[config.mk]
export PLATFORM = sky130hd
export DESIGN_NAME = ram_stream_reader_flat
export DESIGN_NICKNAME = d
export VERILOG_FILES = /design/src/rtl/ram_stream_reader_if.sv /design/src/rtl/ram_stream_reader.sv /design/src/flat_wrapper.sv
export SDC_FILE = /design/constraint.sdc
export NUM_CORES = 1
export LEC_CHECK = 0
export BUFFER_PORTS_ARGS = -buffer_cell sky130_fd_sc_hd__buf_2
export CAP_MARGIN = 20
export CORE_UTILIZATION = 40
export CTS_BUF_LIST = sky130_fd_sc_hd__clkbuf_8
export DETAILED_ROUTE_END_ITERATION = 8
export SLEW_MARGIN = 20
export SYNTH_ARGS = -nofsm -noshare
export SYNTH_HDL_FRONTEND = slang
export SYNTH_SLANG_ARGS = --single-unit
[constraint.sdc]
create_clock -name clock -period 2.1 [get_ports clock]
set_clock_uncertainty 0.2 [all_clocks]
set_input_delay 0.42 -clock clock [delete_from_list [all_inputs] [get_ports clock]]
set_output_delay 0.42 -clock clock [all_outputs]
set_load 0.005 [all_outputs]
[src/rtl/ram_stream_reader_if.sv]
// ---------------------------------------------------------------------------
// ram_stream_reader_if
//
// Purpose: bundles the two buses of ram_stream_reader -- the RAM read port and
// the outgoing word stream -- so the reader and its environment connect with
// a single port each.
//
// Signals:
//   address  [WIDTHAD] reader -> RAM   read address
//   rden               reader -> RAM   read enable
//   q        [WIDTH]   RAM -> reader   read data, RD_LATENCY cycles after rden
//   st_data  [WIDTH]   reader -> sink  stream word (FIFO head)
//   st_valid           reader -> sink  st_data holds a word
//   st_ready           sink -> reader  sink accepts a word this cycle
//   st_last            reader -> sink  final word of the transfer
//
// Handshake: a word moves on every rising edge where st_valid and st_ready
// are both high. Once st_valid is raised, st_data/st_valid/st_last stay
// unchanged until that edge. st_valid never waits for st_ready, while
// st_ready may depend on st_valid. st_last only has meaning when st_valid=1.
//
// Modports: master = reader side, slave = RAM + sink side.
// ---------------------------------------------------------------------------
interface ram_stream_reader_if #(
  parameter int WIDTH   = 32,
  parameter int WIDTHAD = 10
);
  logic [WIDTHAD-1:0] address;
  logic               rden;
  logic [WIDTH-1:0]   q;
  logic [WIDTH-1:0]   st_data;
  logic               st_valid;
  logic               st_ready;
  logic               st_last;

  modport master (
    output address, rden, st_data, st_valid, st_last,
    input  q, st_ready
  );

  modport slave (
    input  address, rden, st_data, st_valid, st_last,
    output q, st_ready
  );
endinterface

[src/rtl/ram_stream_reader.sv]
// ---------------------------------------------------------------------------
// ram_stream_reader
//
// Purpose: reads `length` consecutive words from a RAM, starting at
// `base_addr` and wrapping at the end of the address space. It sends them
// out on a valid/ready stream and marks the final word with st_last.
// Read data land in a small FIFO. Reads are only issued when the FIFO has
// room for them, so sink back-pressure throttles the RAM reads and no data
// is lost.
//
// Parameters:
//   WIDTH       data word width
//   WIDTHAD     RAM address width (2**WIDTHAD words)
//   RD_LATENCY  1 = unregistered RAM output, 2 = registered RAM output
//   FIFO_DEPTH  output buffer depth in words, >= RD_LATENCY+2
//
// Ports:
//   clock, sclr       clock, synchronous active-high reset
//   start             one-cycle request, sampled only in IDLE
//   base_addr, length first address / word count (0..2**WIDTHAD), taken with start
//   busy              high in RUN and DRAIN
//   done              one-cycle pulse (DONE state)
//   dbg_state         current FSM state (IDLE=0, RUN=1, DRAIN=2, DONE=3)
//   bus               RAM read port + output stream (master side)
// ---------------------------------------------------------------------------
module ram_stream_reader #(
  parameter int WIDTH      = 32,
  parameter int WIDTHAD    = 10,
  parameter int RD_LATENCY = 1,
  parameter int FIFO_DEPTH = 4
) (
  input  logic                clock,
  input  logic                sclr,
  input  logic                start,
  input  logic [WIDTHAD-1:0]  base_addr,
  input  logic [WIDTHAD:0]    length,
  output logic                busy,
  output logic                done,
  output logic [1:0]          dbg_state,
  ram_stream_reader_if.master bus
);

  localparam int PTR_W = (FIFO_DEPTH > 1) ? $clog2(FIFO_DEPTH) : 1;
  localparam int CNT_W = $clog2(FIFO_DEPTH + 1);
  // Wide enough for (reads in flight + words buffered), at most FIFO_DEPTH + RD_LATENCY.
  localparam int OCC_W = $clog2(FIFO_DEPTH + RD_LATENCY + 1);
  localparam logic [WIDTHAD:0] LEN_ONE = {{WIDTHAD{1'b0}}, 1'b1};

  // Elaboration-time parameter checks.
  if ((RD_LATENCY != 1) && (RD_LATENCY != 2)) begin : g_bad_latency
    $error("ram_stream_reader: RD_LATENCY must be 1 or 2");
  end
  if (FIFO_DEPTH < RD_LATENCY + 2) begin : g_bad_depth
    $error("ram_stream_reader: FIFO_DEPTH must be >= RD_LATENCY+2");
  end

  typedef enum logic [1:0] {
    S_IDLE  = 2'd0,
    S_RUN   = 2'd1,
    S_DRAIN = 2'd2,
    S_DONE  = 2'd3
  } state_e;

  // ---------------------------------------------------------------------
  // State
  // ---------------------------------------------------------------------
  state_e                state_q, state_d;
  logic [WIDTHAD-1:0]    addr_q, addr_d;          // next read address
  logic [WIDTHAD:0]      len_q, len_d;            // words in this transfer
  logic [WIDTHAD:0]      issue_rem_q, issue_rem_d; // reads still to issue
  logic [WIDTHAD:0]      beat_cnt_q, beat_cnt_d;  // words already handed to the sink
  logic [RD_LATENCY-1:0] pipe_q, pipe_d;          // rden delayed to the q-valid cycle

  logic [WIDTH-1:0]      fifo_mem_q [FIFO_DEPTH];
  logic [PTR_W-1:0]      wr_ptr_q, wr_ptr_d;
  logic [PTR_W-1:0]      rd_ptr_q, rd_ptr_d;
  logic [CNT_W-1:0]      count_q, count_d;

  // ---------------------------------------------------------------------
  // Datapath control
  // ---------------------------------------------------------------------
  logic [OCC_W-1:0] inflight;
  logic             credit_ok;
  logic             rden;
  logic             push;
  logic             pop;
  logic             st_valid;
  logic             st_last;
  logic [WIDTHAD:0] last_idx;

  function automatic logic [PTR_W-1:0] ptr_inc(input logic [PTR_W-1:0] p);
    if (p == PTR_W'(FIFO_DEPTH - 1)) begin
      return '0;
    end
    return p + PTR_W'(1);
  endfunction

  always_comb begin
    inflight = '0;
    for (int i = 0; i < RD_LATENCY; i++) begin
      inflight = inflight + OCC_W'(pipe_q[i]);
    end
    // A new read is only issued if it is guaranteed a FIFO slot when its
    // data arrives, even if the sink stalls from now on. A pop in the
    // same cycle does not give credit back early, which keeps this check
    // free of any path from st_ready.
    credit_ok = (inflight + OCC_W'(count_q)) < OCC_W'(FIFO_DEPTH);
    rden      = (state_q == S_RUN) && credit_ok;
    push      = pipe_q[RD_LATENCY-1];
    st_valid  = (count_q != '0);
    pop       = st_valid && bus.st_ready;
    last_idx  = len_q - LEN_ONE;
    st_last   = st_valid && (beat_cnt_q == last_idx);
  end

  // ---------------------------------------------------------------------
  // Next state
  // ---------------------------------------------------------------------
  always_comb begin
    state_d     = state_q;
    addr_d      = addr_q;
    len_d       = len_q;
    issue_rem_d = issue_rem_q;
    beat_cnt_d  = beat_cnt_q;
    pipe_d      = pipe_q << 1;
    pipe_d[0]   = rden;
    wr_ptr_d    = push ? ptr_inc(wr_ptr_q) : wr_ptr_q;
    rd_ptr_d    = pop ? ptr_inc(rd_ptr_q) : rd_ptr_q;

    case ({push, pop})
      2'b10:   count_d = count_q + CNT_W'(1);
      2'b01:   count_d = count_q - CNT_W'(1);
      default: count_d = count_q;
    endcase

    // Address wraps naturally at 2**WIDTHAD.
    if (rden) begin
      addr_d      = addr_q + WIDTHAD'(1);
      issue_rem_d = issue_rem_q - LEN_ONE;
    end
    if (pop) begin
      beat_cnt_d = beat_cnt_q + LEN_ONE;
    end

    case (state_q)
      S_IDLE: begin
        if (start) begin
          addr_d      = base_addr;
          len_d       = length;
          issue_rem_d = length;
          beat_cnt_d  = '0;
          state_d     = (length == '0) ? S_DONE : S_RUN;
        end
      end
      S_RUN: begin
        if (rden && (issue_rem_q == LEN_ONE)) begin
          state_d = S_DRAIN;
        end
      end
      S_DRAIN: begin
        if (pop && st_last) begin
          state_d = S_DONE;
        end
      end
      S_DONE: begin
        state_d = S_IDLE;
      end
      default: begin
        state_d = S_IDLE;
      end
    endcase
  end

  // ---------------------------------------------------------------------
  // Registers
  // ---------------------------------------------------------------------
  always_ff @(posedge clock) begin
    if (sclr) begin
      state_q     <= S_IDLE;
      addr_q      <= '0;
      len_q       <= '0;
      issue_rem_q <= '0;
      beat_cnt_q  <= '0;
      pipe_q      <= '0;
      wr_ptr_q    <= '0;
      rd_ptr_q    <= '0;
      count_q     <= '0;
    end else begin
      state_q     <= state_d;
      addr_q      <= addr_d;
      len_q       <= len_d;
      issue_rem_q <= issue_rem_d;
      beat_cnt_q  <= beat_cnt_d;
      pipe_q      <= pipe_d;
      wr_ptr_q    <= wr_ptr_d;
      rd_ptr_q    <= rd_ptr_d;
      count_q     <= count_d;
    end
  end

  // FIFO storage carries no reset; emptiness is tracked by count_q alone.
  always_ff @(posedge clock) begin
    if (push && !sclr) begin
      fifo_mem_q[wr_ptr_q] <= bus.q;
    end
  end

  // ---------------------------------------------------------------------
  // Outputs
  // ---------------------------------------------------------------------
  assign bus.address  = addr_q;
  assign bus.rden     = rden;
  assign bus.st_data  = fifo_mem_q[rd_ptr_q];
  assign bus.st_valid = st_valid;
  assign bus.st_last  = st_last;

  assign busy      = (state_q == S_RUN) || (state_q == S_DRAIN);
  assign done      = (state_q == S_DONE);
  assign dbg_state = state_q;

  // The credit check must make this impossible.
  a_no_overflow: assert property (@(posedge clock) disable iff (sclr)
    !(push && !pop && (count_q == CNT_W'(FIFO_DEPTH))));

endmodule
[src/flat_wrapper.sv]
// flat-port wrapper written by rule: the top's interface ports become plain ports
module ram_stream_reader_flat 
#(
  parameter int WIDTH      = 32,
  parameter int WIDTHAD    = 10,
  parameter int RD_LATENCY = 1,
  parameter int FIFO_DEPTH = 4
)
  (clock, sclr, start, base_addr, length, busy, done, dbg_state, bus_address, bus_rden, bus_st_data, bus_st_valid, bus_st_last, bus_q, bus_st_ready);
  ram_stream_reader_if #(.WIDTH(WIDTH), .WIDTHAD(WIDTHAD)) bus_i ();
  input  logic clock;
  input  logic sclr;
  input  logic start;
  input  logic [WIDTHAD-1:0] base_addr;
  input  logic [WIDTHAD:0] length;
  output logic busy;
  output logic done;
  output logic [1:0] dbg_state;
  output wire logic [$bits(bus_i.address)-1:0] bus_address;
  output wire logic [$bits(bus_i.rden)-1:0] bus_rden;
  output wire logic [$bits(bus_i.st_data)-1:0] bus_st_data;
  output wire logic [$bits(bus_i.st_valid)-1:0] bus_st_valid;
  output wire logic [$bits(bus_i.st_last)-1:0] bus_st_last;
  input wire logic [$bits(bus_i.q)-1:0] bus_q;
  input wire logic [$bits(bus_i.st_ready)-1:0] bus_st_ready;
  assign bus_address = bus_i.address;
  assign bus_rden = bus_i.rden;
  assign bus_st_data = bus_i.st_data;
  assign bus_st_valid = bus_i.st_valid;
  assign bus_st_last = bus_i.st_last;
  assign bus_i.q = bus_q;
  assign bus_i.st_ready = bus_st_ready;
  ram_stream_reader #(.WIDTH(WIDTH), .WIDTHAD(WIDTHAD), .RD_LATENCY(RD_LATENCY), .FIFO_DEPTH(FIFO_DEPTH)) u_core (.clock(clock), .sclr(sclr), .start(start), .base_addr(base_addr), .length(length), .busy(busy), .done(done), .dbg_state(dbg_state), .bus(bus_i));
endmodule
==> metrics.md <==
| Metric | Value |
|---|---|
| Status | `finished with violations` |
| Failing checks | `setup timing` |
| Switching share of power | `0.315` |
| Final WS setup | `-0.809 ns` |
| Vias in the first global route | `~5400` |
| Die height | `140 um` |
| Clock sinks | `183` |
| Buffers on Ports | `105` |
| Worst hold margin | `0.0447 ns` |
| Final Util | `0.537` |
| Peak Freq | `between 300 and 400 MHz` |
| WL/cell | `16.5 um` |
| Peak supply drop | `558 uV` |
| Clock Tree Buf Depth | `2` |
| Crit path DAT | `2.29 ns` |
| Setup violators final | `40` |
| Synth unique cells | `52` |
| Clock power share | `0.240` |
| Final Max Tran Viols | `0` |
| # IOs | `106` |
| Crit path max-delay family | `simple AND/OR/NAND/NOR gates` |
| Num CTS Buffers | `17` |
| Hold Crit Class | `input port to flop` |
| Floorplan core area | `~19000 um^2` |
| Overall routing resource usage | `0.174` |
| Lkg Pwr | `3.61 nW` |
| Power per standard cell area | `968 nW/um^2` |
| Crit-path slowest cell | `a2111oi_4` |
| Diodes inserted | `0` |
| Syn nets | `611` |
| TritonRoute pass-1 iters | `4` |
| Gpl congestion | `0.819` |
| Largest net degree at the start of global routing | `45` |
| Via count | `5072` |
| Layout area overhead | `31.1%` |
| Worst-Margin Slew | `0.424 ns` |
| Die Wd | `140 um` |
| Buf+Inv Stages, Crit Path | `2` |
| First-pass GRT wire length | `26.4 mm` |
| CTS HTree Levels | `4` |
| Cells after synthesis | `537` |
| Max stage delay on crit path | `0.44 ns` |
| Routed WL | `16.2 mm` |
| # Max-Cap Violations | `0` |
| Syn avg cell area | `14.3 um^2` |
| Non-Filler Instances | `984` |
| Yosys warnings | `0` |
| Sw Pwr | `3.06 mW` |
| DRT iter0 DRCs | `213` |
| Endpoint class of the critical path | `primary output` |
| Netlist Area Pre-Place | `7660 um^2` |
| Critical Path Source Type | `flop` |
| Antenna violations before repair | `0` |
| Fin. Hold Viols | `0` |
| Critical path class | `flop to primary output` |
| Total chip power | `9.71 mW` |
| Crit-path cells | `inv_2 > ha_4 > nor3b_4 > nand3_1 > a2111oi_4 > and3_4 > buf_6` |
| R2R setup slack | `-0.30 ns` |
| Main flop type after synthesis | `edfxtp_1` |
| Period Utilization, post-route | `1.39` |
| Period minus WS final | `2.91 ns` |
| Number of flops mapped to enable cells by yosys | `128` |
| Starting density of the core | `0.409` |
| CTS tree | `yes` |
| CP max FO | `6` |
| Slew HR | `0.717` |
| Post-DRT Antenna Nets | `0` |
| CTS root buf | `clkbuf_8` |
| Die area | `a little under 20000 um^2` |
| #FFs+latches synth | `183` |
| Asr flop ratio synth | `0` |
| DP Wirelength | `11.0 mm` |
| CP required | `1.48 ns` |
| Drt via density | `roughly 5` |
| Comb pwr share | `0.307` |
| Placed Cells | `910` |
| Nets | `811` |
| Part of the Yosys area used for sequential elements | `0.646` |
| Seq pwr share | `0.453` |
| Clock-pin slew on the worst setup and hold paths | `about 0.10 ns` |
| Cell internal pwr | `6.65 mW` |
| Row count | `50` |
| Share of cells above drive strength 1 | `0.388` |
| Residual DRC | `0` |
| GR Overflow Total | `0` |
| Skew-Pair Late Insertion Delay | `0.45 ns` |
| RSZ-0062 raised after global routing | `true` |
power by group through the flow:
| stage | sequential (mW) | clock (mW) | combinational [mW] |
|---|---|---|---|
| CTS | 4.39 | 2.41 | 2.96 |
| global route | 4.44 | 2.55 | 3.26 |
| floorplan | 4.40 | 0 | 1.56 |
| detailed placement | 4.44 | 0 | 2.58 |
| global placement | 4.41 | 0 | 2.51 |
| finish | 4.40 | 2.33 | 2.98 |
worst reg2reg max path: cells and delay by family, from the launching register on:
kind | cells | cell delay, ns
AND/OR/NAND/NOR | 3 | 0.59
adder cells (fa/ha/maj) | 1 | 0.16
flip-flops | 1 | 0.38
buffers and inverters | 2 | 0.25
AO/OA/AOI/OAI | 2 | 0.72
cell families after synthesis:
family                     share of synthesized area
buffers and inverters                         0.0214
AOI/OAI and AO/OA                             0.0688
DFF                                            0.646
adders and majority gates                     0.0288
and+or+nand+nor                               0.0997
muxes                                         0.0967
xor gates and xnor gates                      0.0389
state kept, by name, indices dropped and copies added (netlist names), named ones only:
name / cells
u_core.dbg_state: 2
u_core.len_q: 11
u_core.fifo_mem_q: 128
u_core.beat_cnt_q: 11
u_core.wr_ptr_q: 2
u_core.issue_rem_q: 11
u_core.count_q: 3
u_core.pipe_q: 1
u_core.rd_ptr_q: 2
u_core.bus.address: 10
per-layer routing:
layer | up-vias | GRT usage | share of wire
met2 | 124 | 0.312 | 0.51
met3 | 15 | 0.0397 | 0.049
met1 | 2507 | 0.206 | 0.43
met5 | - | 0 | 0
li1 | 2426 | - | -
met4 | 0 | 0.0590 | 0.012
layout by cell type (no fill, tap or decap), drive strengths merged, types with 4 or more instances in the layout:
cell type,netlist,routed
a21oi,26,26
or3,10,10
nand4,7,7
o211ai,4,4
nor2,43,43
dlygate4sd3,0,32
ha,16,16
o21ai,11,11
nor3,6,6
xor2,15,15
a311oi,5,5
nand2b,4,4
mux4,32,32
nand3,10,10
and3,5,5
dfxtp,55,55
nand2,46,46
inv,19,25
a211oi,15,15
nor4,6,6
clkinv,1,8
clkbuf,17,17
edfxtp,128,128
xnor2,19,19
and2,6,6
buf,6,172
worst paths after layout:
kind	from	end	cells after the start
max	u_core.len_q[0]	bus_st_last	7
max reg2reg	u_core.len_q[0]	u_core.dbg_state[1]	8
min	base_addr[6]	u_core.bus.address[6]	3
min reg2reg	u_core.rd_ptr_q[1]	flop	2
cell usage after synthesis (all sizes together), types with 2 or more instances:
cell type,number,share of area
a311oi,5,0.0057
inv,19,0.0093
nand3,10,0.0065
nor2,43,0.021
ha,16,0.026
or3,10,0.0082
nand2,46,0.023
buf,6,0.0033
and2,6,0.0049
o31ai,2,0.0020
dfxtp,55,0.14
nor3b,2,0.0026
o21ai,11,0.0072
mux2i,2,0.0026
o211ai,4,0.0052
xor2,15,0.017
a21oi,26,0.017
a211oi,15,0.015
nor4,6,0.0077
nor3,6,0.0039
a211o,2,0.0025
nand2b,4,0.0033
a31oi,2,0.0016
clkbuf,17,0.0083
edfxtp,128,0.50
xnor2,19,0.022
nand4,7,0.0057
mux4,32,0.094
or4,2,0.0029
and3,5,0.0042
per-stage QoR:
| step | instance area, um^2 | TNS [ns] | worst slack [ns] |
|---|---|---|---|
| after global placement | 8960 | -0.869 | -0.352 |
| after detailed placement | 8960 | -1.22 | -0.403 |
| after global routing | 10000 | -12.54 | -0.935 |
| after floorplan | 7720 | -0.192 | -0.140 |
| after CTS | 9980 | -10.44 | -0.847 |
| final | 10000 | -8.23 | -0.809 |
timing repair:
item,CTS,global route
endpoints found under the hold margin,128,0
pin swaps,13,8
endpoints found under the setup margin,42,50
cloned,2,0
resized for setup,39,23
hold buffers,32,0
setup buffers,11,4
layout make-up:
| type | count | area (um^2) |
|---|---|---|
| Sequential cell | 183 | 4970 |
| Clock inverter | 15 | 176 |
| Fill cell | 1602 | 8670 |
| Timing Repair Buffer | 204 | 1530 |
| Inverter | 20 | 80.1 |
| Tap cell | 234 | 293 |
| Clock buffer | 17 | 234 |
| Multi-Input combinational cell | 311 | 2750 |
(Power assumes the default switching activity.)
